`config.mk`:
```
export PLATFORM = sky130hd
export DESIGN_NAME = hex_page_scheduler
export DESIGN_NICKNAME = d
export VERILOG_FILES = /design/src/rtl/hex_page_scheduler.sv
export SDC_FILE = /design/constraint.sdc
export NUM_CORES = 1
export LEC_CHECK = 0
export BUFFER_PORTS_ARGS = -buffer_cell sky130_fd_sc_hd__buf_2
export CORE_MARGIN = 8
export CORE_UTILIZATION = 30
export DETAILED_ROUTE_END_ITERATION = 10
export SLEW_MARGIN = 20
export SYNTH_ARGS = -nofsm -noshare
export SYNTH_HDL_FRONTEND = slang
export SYNTH_SLANG_ARGS = --single-unit
```
`constraint.sdc`:
```
create_clock -name clock -period 2.6 [get_ports clock]
set_clock_uncertainty 0.2 [all_clocks]
set_input_delay 0.13 -clock clock [delete_from_list [all_inputs] [get_ports clock]]
set_output_delay 0.13 -clock clock [all_outputs]
set_load 0.02 [all_outputs]
```
`src/rtl/hex_page_scheduler.sv`:
```
// hex_page_scheduler
// Sequences the HEX display between up to four page sources. Pages rotate
// automatically after DWELL cycles or step manually on a debounced, active-low
// KEY press. Pages without a source are skipped. The display is blanked when no
// page is valid.
module hex_page_scheduler #(
  parameter int DWELL = 50_000_000,
  parameter int DEB   = 500_000
) (
  input  logic       clock,
  input  logic       resetn,
  input  logic       auto_en,
  input  logic       step_key,
  input  logic [3:0] page_valid,
  output logic [1:0] sel,
  output logic       sel_valid,
  output logic       page_tick
);

  localparam int TW = (DWELL > 2) ? $clog2(DWELL) : 1;
  localparam int CW = (DEB > 2) ? $clog2(DEB) : 1;
  localparam logic [TW-1:0] TIMER_LAST = TW'(DWELL - 1);
  localparam logic [CW-1:0] DEB_LAST   = CW'(DEB - 1);

  typedef enum logic {
    IDLE,
    SHOW
  } state_t;

  // Returns the first valid page after p in cyclic order p+1, p+2, p+3.
  // Returns p itself when no other page is valid.
  function automatic logic [1:0] next_page(input logic [1:0] p,
                                           input logic [3:0] v);
    logic [1:0] r;
    logic [1:0] c;
    r = p;
    for (int k = 3; k >= 1; k--) begin
      c = p + 2'(k);
      if (v[c]) r = c;
    end
    return r;
  endfunction

  logic          key_sync_p0;
  logic          key_sync_p1;
  logic          key_db;
  logic          key_db_d;
  logic [CW-1:0] deb_cnt;
  logic          press;

  state_t        state;
  state_t        state_n;
  logic [TW-1:0] timer;
  logic [TW-1:0] timer_n;
  logic [1:0]    sel_n;
  logic          sel_valid_n;
  logic          page_tick_n;
  logic          advance;
  logic [1:0]    cand;

  // Two-flop synchroniser for the asynchronous pushbutton. It idles released (high).
  always_ff @(posedge clock or negedge resetn) begin
    if (!resetn) begin
      key_sync_p0 <= 1'b1;
      key_sync_p1 <= 1'b1;
    end else begin
      key_sync_p0 <= step_key;
      key_sync_p1 <= key_sync_p0;
    end
  end

  // Debounce: accept a new level only after DEB consecutive differing samples.
  // Any sample that matches the current level restarts the count.
  always_ff @(posedge clock or negedge resetn) begin
    if (!resetn) begin
      key_db   <= 1'b1;
      key_db_d <= 1'b1;
      deb_cnt  <= '0;
    end else begin
      key_db_d <= key_db;
      if (key_sync_p1 != key_db) begin
        if (deb_cnt == DEB_LAST) begin
          key_db  <= key_sync_p1;
          deb_cnt <= '0;
        end else begin
          deb_cnt <= deb_cnt + CW'(1);
        end
      end else begin
        deb_cnt <= '0;
      end
    end
  end

  // A press is the debounced falling edge. The release edge is ignored.
  assign press = key_db_d & ~key_db;

  // Page sequencer state and registered outputs.
  always_ff @(posedge clock or negedge resetn) begin
    if (!resetn) begin
      state     <= IDLE;
      sel       <= 2'd0;
      sel_valid <= 1'b0;
      page_tick <= 1'b0;
      timer     <= '0;
    end else begin
      state     <= state_n;
      sel       <= sel_n;
      sel_valid <= sel_valid_n;
      page_tick <= page_tick_n;
      timer     <= timer_n;
    end
  end

  // Next-state logic. A press, dwell expiry and an invalid current page all
  // merge into one advance, so coincident causes step the page only once.
  always_comb begin
    state_n     = state;
    sel_n       = sel;
    sel_valid_n = sel_valid;
    page_tick_n = 1'b0;
    timer_n     = timer;
    advance     = 1'b0;
    cand        = next_page(sel, page_valid);
    case (state)
      IDLE: begin
        timer_n     = '0;
        sel_valid_n = 1'b0;
        if (page_valid != 4'b0000) begin
          state_n     = SHOW;
          sel_n       = next_page(2'd3, page_valid);
          sel_valid_n = 1'b1;
          page_tick_n = 1'b1;
        end
      end
      SHOW: begin
        if (page_valid == 4'b0000) begin
          state_n     = IDLE;
          sel_valid_n = 1'b0;
          timer_n     = '0;
        end else begin
          advance = press | (auto_en & (timer == TIMER_LAST)) | ~page_valid[sel];
          if (advance) begin
            sel_n       = cand;
            timer_n     = '0;
            page_tick_n = (cand != sel);
          end else if (auto_en) begin
            timer_n = timer + TW'(1);
          end
        end
      end
      default: begin
        state_n = IDLE;
      end
    endcase
  end

endmodule

```
-- Yosys cells after proc, flatten, opt, wreduce, memory -nomap -nowiden
Index checks and enable logic that the tools add are counted.
W data, S select, Z words.
- memory bits (writable): 0
- bits in registers: 54
- output and inout port bits: 4
- ROM bits: 0
- memories: 0
- bits in latches: 0
- input bits: 8
- shift-type cells: 0
- reduce and logical (&&, ||, !) cells: 4
- multiply operators: 0
- equality and inequality tests: 9
- divide/modulo/power cells: 0
- $add $sub $neg: 5
- mux-type cells: 32
- order comparisons: 4
- bitwise operators: 7
- operators by type and width (operator ; count):
    $mux W26 ; 3
    $pmux W26 S2 ; 1
    $mux W19 ; 2
    $add A26 B1 Y26 const B ; 1
    $eq A26 B26 Y1 const B ; 1
    $add A19 B1 Y19 const B ; 1
    $eq A19 B19 Y1 const B ; 1
    $mux W2 ; 8
    $lt A2 B3 Y1 const B ; 4
    $mux W1 ; 10
    $bmux W1 S2 ; 4
    $pmux W1 S2 ; 3
    $add A2 B2 Y2 const B ; 2
    $logic_not A4 Y1 ; 1
    $ne A2 B1 Y1 const B ; 2
    $ne A2 B2 Y1 const B ; 2
    $ne A4 B2 Y1 const B ; 1
    $pmux W2 S2 ; 1
    $reduce_bool A4 Y1 ; 1
    $not A1 Y1 ; 3
    $reduce_and A3 Y1 ; 1
    $add A2 B1 Y2 const B ; 1
    $and A1 B1 Y1 ; 2
    $ne A2 B2 Y1 ; 1
    3 further kinds ; 4

-- Depth between registers and ports, before layout
- depth after elaboration: 10
- mapped depth: 7

-- Worst setup path before layout
No wires, ideal clock.
- path kind: register -> register
- start: register sel[0]
- end: register sel[0]
- data required time: 2269 ps
- arrival time: 1698 ps
- stages on the path, launching flop included: 6
- path buffers: 0
- clock period less this slack: 2029 ps
- slack: 571 ps
- path through: dfrtp_1 -> mux4_1 -> o21ai_1 -> a31oi_1 -> mux2i_1 -> or3_1
- longest elaborated chain between the ends: 9
- elaborated cells on any way between the ends: 21
- RTL lines (item ; RTL line ; text):
    from (decl) ; 15 ; output logic [1:0] sel,
    from (signal assigned) ; 107 ; sel <= sel_n;
    $add A2 B2 Y2 ; 38 ; c = p + 2'(k);
    $bmux W1 S2 ; 39 ; if (v[c]) r = c;
    $mux W1 (not written as such) ; 39 ;
    $mux W2 (3 in a row) ; 39 ;
    $mux W2 ; 142 ; if (advance) begin
    $mux W2 ; 136 ; if (page_valid == 4'b0000) begin
    $pmux W2 S2 ; 124 ; case (state)
Several ways; a longest one is shown, not always the timed one. The select of a mux whose other input is x is not followed.
A chain may end at the register's enable or synchronous reset.

-- Worst setup path after layout
- start: input port page_valid[1]
- end: register sel[0]
- longest elaborated chain between the ends: 8
- elaborated cells on any way between the ends: 25
- RTL lines (item ; RTL line ; text):
    from (decl) ; 14 ; input logic [3:0] page_valid,
    $bmux W1 S2 ; 39 ;
    $mux W1 (not written as such) ; 39 ;
    $mux W2 (3 in a row) ; 39 ;
    $mux W2 ; 142 ;
    $mux W2 ; 136 ;
    $pmux W2 S2 ; 124 ;
Several ways; a longest one is shown, not always the timed one. The select of a mux whose other input is x is not followed.

==> flow_metrics.env <==
export IMPL_place_gp_congestion=0.799
export IMPL_track_usage_pct=8.86
export IMPL_worstMarginPinSlew_ns=0.590
export IMPL_clock_latency_ns=0.29
export IMPL_worstPathRequired_ns=2.58
export IMPL_p_sw_share_pct=30.7
export IMPL_path_clk_slew_ns=0.09
export IMPL_worstRegToRegCells=6
export IMPL_critPathKind="primary input to flip-flop"
export IMPL_fill_cells=935
export IMPL_yosysSeqAreaShare_pct=48.0
export IMPL_drive_gt1_share_pct=11.4
export IMPL_power_density_nw_per_um2=592
export IMPL_worstPathArrival_ns=2.11
export IMPL_dr_total_vias=2019
export IMPL_grt_pass1_wl_um=9540
export IMPL_finalCritPeriodShare_pct=81.9
export IMPL_maxCapViolCount=0
export IMPL_clock_path_buffers=2
export IMPL_setup_worst_path_end_class="flip-flop"
export IMPL_p_int_mw=1.28
export IMPL_syn_num_nets=299
export IMPL_grt_pass1_vias=2061
export IMPL_synth_seq_cells=54
export IMPL_fin_nets=316
export IMPL_register_area_um2=1360
export IMPL_instances_no_fill=418
export IMPL_rsz0062_at_grt="no"
export IMPL_p_leak_nw=1.34
export IMPL_drv_slew=0
export IMPL_rows=35
export IMPL_wl_per_cell_um=12.5
export IMPL_multi_input_area_um2=1350
export IMPL_io_buffers=11
export IMPL_dr_pass1_iters=4
export IMPL_die_y_um=113
export IMPL_r2r_start="timer[0]$_DFFE_PN0P_"
export IMPL_fin_setup_tns_ns=0
export IMPL_h_tree_depth=2
export IMPL_pwr_share_seq_pct=50.7
export IMPL_initial_core_util_pct=30.7
export IMPL_worstPathMaxFanout=8
export IMPL_dieArea_um2=12800
export IMPL_reg2reg_to="sel[0]$_DFFE_PN0P_"
export IMPL_layout_min_cycle_time_ns=2.13
export IMPL_power_switching_uw=566
export IMPL_cts_root_buf="clkbuf_8"
export IMPL_ys_types=42
export IMPL_ioPinCount=12
export IMPL_drt_iter0_drc=67
export IMPL_max_freq_mhz=470
export IMPL_p_clk_share_pct=25.7
export IMPL_avgSynthCellArea_um2=9.77
export IMPL_cts_tree="done"
export IMPL_grt_start_max_net_pins=26
export IMPL_power_ir_vdd_worst_mv=0.347
export IMPL_hp_class="primary input to flip-flop"
export IMPL_antenna_found_initial=0
export IMPL_overflow=0
export IMPL_cts_buffers=5
export IMPL_die_w_um=113
export IMPL_place_inst=405
export IMPL_setup_viol=0
export IMPL_syn_inst=289
export IMPL_hp_start="page_valid[0]"
export IMPL_postCtsSetupBuffers=0
export IMPL_ant_nets=0
export IMPL_start_kind="primary input"
export IMPL_crit_start="page_valid[1]"
export IMPL_syn2layout_area_growth_pct=10.4
export IMPL_hpwl_um=3740
export IMPL_cts_resized=0
export IMPL_rrSetupSlack_ns=0.51
export IMPL_clkSinkCount=54
export IMPL_antennaDiodeCount=0
export IMPL_yosysWarnings=0
export IMPL_relSlewSlack_pct=60.7
export IMPL_outcome="complete, no violations"
export IMPL_crit_end="sel[0]$_DFFE_PN0P_"
export IMPL_syn_area_um2=2820
export IMPL_drcViolationCount=0
export IMPL_final_cell_mix="nor2_1 (58), dfrtp_1 (50), xor2_1 (25)"
export IMPL_viasPerCell=4.83
export IMPL_final_common_cell="nor2_1"
export IMPL_wl_um=5210
export IMPL_core_area_um2=9200
export IMPL_comb_power_share_pct=23.6
export IMPL_finalHoldViolCount=0
## cells in the mapped netlist
cell type	instances	area, um2
nand2b_1	2	12.5
dfrtp_1	50	1250
buf_6	3	33.8
nand4b_1	1	8.76
xor2_1	25	219
mux4_1	1	26.3
nand3_1	15	75.1
xnor2_1	17	149
a31oi_1	4	25.0
o21a_1	1	7.51
ha_1	2	25.0
nor3_1	6	30.0
nand2_1	20	75.1
o21ai_1	1	5.00
o21ai_0	4	20.0
nor4b_1	4	35.0
or4b_1	1	10.0
nor2_1	58	218
a21oi_1	6	30.0
and4_1	1	8.76
o31a_1	1	8.76
buf_2	6	30.0
and2_1	2	12.5
nand4_1	10	62.6
nand4_4	1	21.3
nor4_4	2	42.5
nor2_2	1	6.26
nor4_2	2	25.0
o32a_1	1	10.0
mux2_2	1	11.3
nor3b_1	2	15.0
buf_4	2	15.0
or3_1	4	25.0
mux2i_1	3	30.0
and3_1	7	43.8
inv_1	11	41.3
and3b_1	1	8.76
or2_2	1	6.26
dfstp_2	4	105
a211o_1	1	8.76
nor4_1	3	18.8
a311o_1	1	10.0
## power groups by stage
stage          Sequential [mW]  Clock [mW]  Combinational, mW
2_1_floorplan            0.972           0              0.326
3_3_place_gp             0.949           0              0.430
6_report                 0.935       0.475              0.436
4_1_cts                  0.935       0.491              0.441
5_1_grt                  0.944       0.523              0.487
3_5_place_dp             0.951           0              0.436
## per-layer routing
| layer | part of all wire, % | GRT usage, % | wire length, um |
|---|---|---|---|
| met1 | 49 | 11.7 | 2570 |
| met5 | 0 | 0 | 0 |
| met4 | 0.60 | 1.95 | 31 |
| met2 | 47 | 14.4 | 2470 |
| met3 | 2.6 | 2.02 | 136 |
## kinds of logic after synthesis
family / share of synthesized area [%]
AOI/OAI and AO/OA: 4.43
DFF: 48.0
muxes: 2.39
and+or+nand+nor: 27.0
xor gates and xnor gates: 13.0
adders and majority gates: 0.886
buffers and inverters: 4.26
## registers in the layout, summed over array words and instances, names as in the netlist
signal / cells
sel_valid: 1
state: 1
key_sync_p1: 1
key_db_d: 1
page_tick: 1
key_db: 1
deb_cnt: 19
timer: 26
sel: 2
key_sync_p0: 1
## critical path, cell delays in order
cell	delay, ns
dlygate4sd3_1	0.54
buf_2	0.17
mux4_1	0.49
o21ai_1	0.16
a31oi_1	0.13
mux2i_1	0.15
or3_1	0.34
## timing repair
item	4_1_cts	5_1_grt
setup endpoints to repair	0	0
hold buffers	5	0
hold endpoints to repair	22	0
## through the flow
stage / hold WS [ns] / power [mW] / instance area, um2 / worst slack [ns] / util [%]
2_1_floorplan: -0.366 / 1.30 / 2820 / 0.571 / -
3_5_place_dp: -0.0320 / 1.39 / 2980 / 0.509 / 32.4
3_3_place_gp: -0.0324 / 1.38 / 2980 / 0.517 / 32.4
5_1_grt: 0.0420 / 1.95 / 3120 / 0.358 / 33.9
6_report: 0.0167 / 1.85 / 3120 / 0.471 / 33.9
4_1_cts: 0.0118 / 1.87 / 3120 / 0.502 / 33.9
## how the worst min path moves through the flow
stage | endpoint | slack [ns] | cells past startpoint
5_1_grt | sel[0]$_DFFE_PN0P_ | 0.04 | 3
3_5_place_dp | deb_cnt[2]$_DFF_PN0_ | -0.03 | 1
4_1_cts | sel[0]$_DFFE_PN0P_ | 0.01 | 3
6_report | sel[0]$_DFFE_PN0P_ | 0.02 | 3
3_3_place_gp | deb_cnt[2]$_DFF_PN0_ | -0.03 | 1
2_1_floorplan | deb_cnt[0]$_DFF_PN0_ | -0.37 | 0
## layout make-up
type | instances | share of cell area (%)
clock buffer | 7 | 2.77
multi-input combinational | 213 | 43.2
clock inverter | 1 | 0.161
timing repair buffer | 21 | 4.58
sequential | 54 | 43.5
tap | 111 | 4.46
inverter | 11 | 1.32
Power figures use the tool's default switching activity.
